[src/rtl/matrix_pkg.sv]
// Shared constants, state type and word builder for the MAX7219 matrix sequencer.
// MATRIX_SEQ_DISPTEST_EN selects the 6-word init sequence with a display-test flash.
package matrix_pkg;

    localparam logic [3:0] REG_NOOP      = 4'h0;
    localparam logic [3:0] REG_DIGIT0    = 4'h1;
    localparam logic [3:0] REG_DECODE    = 4'h9;
    localparam logic [3:0] REG_INTENSITY = 4'hA;
    localparam logic [3:0] REG_SCANLIMIT = 4'hB;
    localparam logic [3:0] REG_SHUTDOWN  = 4'hC;
    localparam logic [3:0] REG_DISPTEST  = 4'hF;

`ifdef MATRIX_SEQ_DISPTEST_EN
    localparam int INIT_WORDS = 6;
`else
    localparam int INIT_WORDS = 5;
`endif

    typedef enum logic [2:0] {
        S_IDLE,
        S_INIT,
        S_ROWS,
        S_SEND,
        S_WAIT,
        S_HOLD
    } state_t;

    function automatic logic [15:0] make_word(input logic [3:0] addr, input logic [7:0] data);
        return {4'h0, addr, data};
    endfunction

endpackage

[src/rtl/matrix_framebuf.sv]
// 8x8 pixel framebuffer with per-row dirty bits.
// A write always marks its row dirty; a write in the same cycle as a clear keeps the row dirty.
module matrix_framebuf (
    input  logic            clk,
    input  logic            rst,
    input  logic            we,
    input  logic [2:0]      waddr,
    input  logic [7:0]      wdata,
    input  logic            set_all,
    input  logic            clr,
    input  logic [2:0]      clr_addr,
    output logic [7:0][7:0] rows,
    output logic [7:0]      dirty
);

    logic [7:0] dirty_next;

    // NOTE: every always_comb output gets a default first so no path can infer a latch.
    always_comb begin
        dirty_next = dirty;
        if (set_all) dirty_next = '1;
        if (clr)     dirty_next[clr_addr] = 1'b0;
        if (we)      dirty_next[waddr] = 1'b1;
    end

    // NOTE: sequential state uses non-blocking assignment only, so all registers update together.
    always_ff @(posedge clk or posedge rst) begin
        if (rst) begin
            // NOTE: the pixel store is reset because a blank display is the defined start state.
            rows  <= '0;
            dirty <= '0;
        end else begin
            if (we) rows[waddr] <= wdata;
            dirty <= dirty_next;
        end
    end

endmodule

[src/rtl/matrix_sequencer.sv]
// MAX7219 sequencer: init words, then dirty rows, then periodic full refresh, over valid/ready/done.
// Define MATRIX_SEQ_DISPTEST_EN to flash display-test (all LEDs) once per init.
module matrix_sequencer
    import matrix_pkg::*;
#(
    parameter int unsigned REFRESH_CYCLES = 600000,
    parameter int unsigned SCAN_LIMIT     = 7,
    parameter int unsigned INTENSITY      = 8
) (
    input  logic        clk_in,
    input  logic        reset_in,
    input  logic        row_we_in,
    input  logic [2:0]  row_addr_in,
    input  logic [7:0]  row_data_in,
    output logic [15:0] word_out,
    output logic        word_valid_out,
    input  logic        word_ready_in,
    input  logic        word_done_in,
    output logic        busy_out,
    output logic        init_done_out
);

    localparam int CNT_W = (REFRESH_CYCLES > 1) ? $clog2(REFRESH_CYCLES) : 1;
    localparam logic [CNT_W-1:0] CNT_LAST = CNT_W'(REFRESH_CYCLES - 1);

    state_t           state, state_next;
    logic [3:0]       idx, idx_next;        // init word k, or lowest row still to scan (8 = done)
    logic             in_init, in_init_next;
    logic             init_done, init_done_next;
    logic [15:0]      word, word_next;
    logic [CNT_W-1:0] cnt, cnt_next;

    logic [7:0][7:0]  rows;
    logic [7:0]       dirty;
    logic             fb_set_all, fb_clr;
    logic             found;
    logic [2:0]       found_row;
    logic [15:0]      init_word;

    matrix_framebuf u_framebuf (
        .clk      (clk_in),
        .rst      (reset_in),
        .we       (row_we_in),
        .waddr    (row_addr_in),
        .wdata    (row_data_in),
        .set_all  (fb_set_all),
        .clr      (fb_clr),
        .clr_addr (found_row),
        .rows     (rows),
        .dirty    (dirty)
    );

    // Lowest dirty row at or above idx; descending loop so the lowest match is written last.
    always_comb begin
        found     = 1'b0;
        found_row = '0;
        for (int r = 7; r >= 0; r--) begin
            if (dirty[r] && (4'(r) >= idx)) begin
                found     = 1'b1;
                found_row = 3'(r);
            end
        end
    end

    always_comb begin
        init_word = make_word(REG_NOOP, 8'h00);
        case (idx)
`ifdef MATRIX_SEQ_DISPTEST_EN
            4'd0: init_word = make_word(REG_SHUTDOWN,  8'h01);
            4'd1: init_word = make_word(REG_DISPTEST,  8'h01);
            4'd2: init_word = make_word(REG_DISPTEST,  8'h00);
            4'd3: init_word = make_word(REG_DECODE,    8'h00);
            4'd4: init_word = make_word(REG_SCANLIMIT, 8'(SCAN_LIMIT));
            4'd5: init_word = make_word(REG_INTENSITY, 8'(INTENSITY));
`else
            4'd0: init_word = make_word(REG_SHUTDOWN,  8'h01);
            4'd1: init_word = make_word(REG_DISPTEST,  8'h00);
            4'd2: init_word = make_word(REG_DECODE,    8'h00);
            4'd3: init_word = make_word(REG_SCANLIMIT, 8'(SCAN_LIMIT));
            4'd4: init_word = make_word(REG_INTENSITY, 8'(INTENSITY));
`endif
            default: ;
        endcase
    end

    always_comb begin
        state_next     = state;
        idx_next       = idx;
        in_init_next   = in_init;
        init_done_next = init_done;
        word_next      = word;
        cnt_next       = '0;
        fb_set_all     = 1'b0;
        fb_clr         = 1'b0;
        case (state)
            S_IDLE: begin
                idx_next     = '0;
                in_init_next = 1'b1;
                fb_set_all   = 1'b1;
                state_next   = S_INIT;
            end
            S_INIT: begin
                word_next  = init_word;
                state_next = S_SEND;
            end
            S_ROWS: begin
                if (found) begin
                    word_next  = make_word(REG_DIGIT0 + {1'b0, found_row}, rows[found_row]);
                    fb_clr     = 1'b1;
                    idx_next   = {1'b0, found_row};
                    state_next = S_SEND;
                end else begin
                    state_next = S_HOLD;
                end
            end
            S_SEND: begin
                if (word_ready_in) state_next = S_WAIT;
            end
            S_WAIT: begin
                if (word_done_in) begin
                    idx_next = idx + 4'd1;
                    if (!in_init) begin
                        state_next = S_ROWS;
                    end else if (idx == 4'(INIT_WORDS - 1)) begin
                        idx_next       = '0;
                        in_init_next   = 1'b0;
                        init_done_next = 1'b1;
                        state_next     = S_ROWS;
                    end else begin
                        state_next = S_INIT;
                    end
                end
            end
            S_HOLD: begin
                // A pending row always beats refresh expiry.
                if (|dirty) begin
                    idx_next   = '0;
                    state_next = S_ROWS;
                end else if (cnt == CNT_LAST) begin
                    state_next = S_IDLE;
                end else begin
                    cnt_next = cnt + 1'b1;
                end
            end
            default: state_next = S_IDLE;
        endcase
    end

    always_ff @(posedge clk_in or posedge reset_in) begin
        if (reset_in) begin
            state     <= S_IDLE;
            idx       <= '0;
            in_init   <= 1'b1;
            init_done <= 1'b0;
            word      <= '0;
            cnt       <= '0;
        end else begin
            state     <= state_next;
            idx       <= idx_next;
            in_init   <= in_init_next;
            init_done <= init_done_next;
            word      <= word_next;
            cnt       <= cnt_next;
        end
    end

    assign word_out       = word;
    assign word_valid_out = (state == S_SEND);
    assign busy_out       = !((state == S_IDLE) || (state == S_HOLD));
    assign init_done_out  = init_done;

endmodule

[config.mk]
export PLATFORM = sky130hd
export DESIGN_NAME = matrix_sequencer
export DESIGN_NICKNAME = d
export VERILOG_FILES = /design/src/rtl/matrix_pkg.sv /design/src/rtl/matrix_framebuf.sv /design/src/rtl/matrix_sequencer.sv
export SDC_FILE = /design/constraint.sdc
export NUM_CORES = 1
export LEC_CHECK = 0
export CAP_MARGIN = 20
export CORE_UTILIZATION = 54
export CTS_CLUSTER_SIZE = 25
export DETAILED_ROUTE_END_ITERATION = 12
export GPL_TIMING_DRIVEN = 0
export MAX_ROUTING_LAYER = met4
export PLACE_DENSITY_LB_ADDON = 0.3
export SYNTH_ARGS = -nofsm -noshare
export SYNTH_HDL_FRONTEND = slang
export SYNTH_SLANG_ARGS = --single-unit
[constraint.sdc]
create_clock -name clk_in -period 4 [get_ports clk_in]
set_clock_uncertainty 0.2 [all_clocks]
set_input_delay 0.8 -clock clk_in [delete_from_list [all_inputs] [get_ports clk_in]]
set_output_delay 0.8 -clock clk_in [all_outputs]
set_load 0.05 [all_outputs]
==> results.md <==
- Status: finished clean
- Final hold vios: 0
- # diodes: 0
- Worst slack at placement: 0.313 ns
- Final Wtd Congestion: 0.963
- Hold WC Path Type: reg2reg
- Share of cells above drive strength 1: 21.8%
- IO Port Bufs: 26
- Post-Syn Instances: between 500 and 600
- Chip width: 105 um
- Buf/Inv on CP: 1
- Worst-Skew Late Latency: 0.53 ns
- CP Data Required Time: 4.21 ns
- Mux contribution to synthesized area: between 10% and 20%
- IO Pins: 35
- Finished Cell Area: ~6800 um^2
- Initial DRC Count: 321
- Max Freq: 270 MHz
- Layout Nets: 599
- Post-Route WL: 14.0 mm
- Layout area overhead: 18.9%
- CTS root buf: clkbuf_8
- Worst Setup Path Type: reg2reg
- Clk slew on worst S/H paths: 0.06 ns
- Most common cell after layout, fill and taps aside: dfrtp_1
- Crit path max-delay cell type: nor2_1
- CP Launch Type: flip-flop
- Initial antenna violation count: 0
- Post-Syn Area: 5750 um^2
- CP cell instances: ha_1 > buf_2 > and4bb_1 > nor2_1 > nand2_1 > a21oi_1 > ha_1 > xnor2_1 > o22ai_1 > mux2_2
- Post-Synth Adder-Cell Area: roughly 1.1%
- # DRC: 0
- Post-synth EDFFs: 0
- Largest net degree at the start of global routing: 61
- Simple-gate area share of the yosys netlist: 15.9%
- Synth Area in Compound Gates: 15.1%
- Synth cell types: 75
- Critical path's top delay family: simple AND/OR/NAND/NOR gates
- CTS Hold Buffers Added: 0
- Period utilization: 92.7%
- Post-DR vias/cell: 6.16
- Flops & latches, synth: about 110
- Post-CTS sizing: 0
- Leakage power: 2.81 nW
- Crit path max fanout: 10
- HPWL Detailed: 9.45 mm
- CTS tree: yes
- Die H: 105 um
- CP endpoint kind: flip-flop
- RSZ-0062 raised after global routing: false
- CORE AREA: slightly above 10000 um^2
- Async S/R FF share, synth: 100%
- CP dominant cell by count: ha_1
- Count of pins over their slew limit: 0
- Num CTS Buffers: 17
- Final WS setup: about 0.29 ns
- Area share of the leading cell type in the synthesized netlist: 48.8%
- Max-cap violations: 0
- WL/cell: just under 20 um
- Vias: 4480
- Slew headroom: a little over a third
- GRT Util Overall: 28.5%
- Yosys warnings: 0
- GRT Residual Overflow: 0
- Number of global-route vias before repair: 4426
- Largest family of logic cells by synthesized area: simple AND/OR/NAND/NOR gates
- Antenna Violating Nets Remaining: 0
- H-tree levels: 4
- Synth Area in XOR/XNOR: 2.90%
- Initial Util: 55.7%
- VDD IR-drop max: 0.526 mV
- Final Setup Violations: 0
- Row cnt: 37
- Worst slew pin tran: around 0.96 ns
- Top cells by area, synth: dfrtp_1 49%, mux2_2 13%, nor2_1 3.0%
- Area leader, netlist: dfrtp_1
- PD cells: 669 nW/um^2
- Avg Cell Area, Syn: around 11 um^2
- Delay of the slowest cell on the worst path: 0.62 ns
- Die area: 11100 um^2
- Arrival time of the worst setup path: ~3.9 ns
- Longest Clk Path Bufs: 2
- Final Critical Period: 3.71 ns
- Post-synth top flop: dfrtp_1
- Placed cell area: 6230 um^2
- Setup TNS: 0 ns
- Most frequent cells in the layout: 112 x dfrtp_1, 66 x mux2_2, 46 x nor2_1, 31 x nand2_1, 26 x clkdlybuf4s50_1
- First-pass GRT wire length: 23.0 mm
- Seq/Total Area, Yosys: 49.2%
- # clock sinks: 113
- DR pass1 iterations: 6
- Post-CTS setup buffer count: 0
-- cells in the mapped netlist (5+ instances only) --
cell type / number
dfrtp_1: 112
a21oi_1: 17
nand4_1: 6
ha_1: 5
mux2_2: 66
and3_1: 5
nand2_1: 31
clkbuf_1: 16
xor2_1: 11
nor2_1: 46
nand3_1: 21
o22ai_1: 22
nor3_1: 7
o21ai_0: 17
or2_2: 5
nand2b_1: 6
a211oi_1: 11
nor3b_1: 7
xnor2_1: 8
a211o_1: 6
inv_1: 10
-- worst paths after layout --
kind	end	slack (ns)	from	depth (start not counted)
max	word_out[10]	0.29	idx[1]	10
min reg2reg	init_done_out	0.27	init_done_out	1
min	init_done_out	0.27	init_done_out	1
max in group asynchronous	in_init	2.29	reset_in	3
max reg2reg	word_out[10]	0.29	idx[1]	10
min in group asynchronous	word_out[5]	0.55	reset_in	2
-- kinds of logic (layout without fill, tap and decap cells) --
| group | Yosys count | after routing |
|---|---|---|
| and+or+nand+nor | 169 | 169 |
| buffers and inverters | 36 | 96 |
| DFF | 113 | 113 |
| xor gates and xnor gates | 19 | 19 |
| AOI/OAI and AO/OA | 119 | 119 |
| adders and majority gates | 5 | 5 |
| muxes | 66 | 66 |
| other | 1 | 4 |
-- per-layer routing --
layer  share of wire, %  GRT usage [%]  up-vias
met2                 48           43.6      141
li1                   -              -     2061
met1                 44           36.5     2238
met5                  0              -        -
met3                5.2           7.11       40
met4                2.6           11.3        0
-- power breakdown --
group          leakage [nW]  switching, W  internal, W  total [W]
registers              1.39      0.000150      0.00138    0.00153
clock network         0.288      0.000514     0.000996    0.00151
logic                  1.13      0.000933     0.000599    0.00153
total                  2.81       0.00160      0.00297    0.00457
-- registers in the layout (all words and copies together), names as in the netlist --
| name | flops |
|---|---|
| u_framebuf.rows | 64 |
| cnt | 20 |
| word_out | 12 |
| u_framebuf.dirty | 8 |
| idx | 4 |
| state | 3 |
| in_init | 1 |
| init_done_out | 1 |
-- per-stage QoR --
step | hold WS, ns | power (W) | cells | util [%]
floorplan | 0.268 | 0.00260 | 531 | -
global placement | 0.253 | 0.00299 | 693 | 60.0
detailed placement | 0.259 | 0.00304 | 694 | 60.3
CTS | 0.271 | 0.00457 | 726 | 66.1
global route | 0.298 | 0.00479 | 727 | 66.2
finish | 0.266 | 0.00457 | 727 | 66.2
-- final cells by class --
type | count | area (um^2)
multi-input cells | 382 | 2780
plain buffers | 26 | 125
fillers | 791 | 3490
well taps | 136 | 170
inverters | 10 | 40.0
flip-flops and latches | 113 | 2830
repair buffers | 28 | 295
clock inverters | 9 | 129
clock buffers | 23 | 467
(Power assumes the default switching activity.)
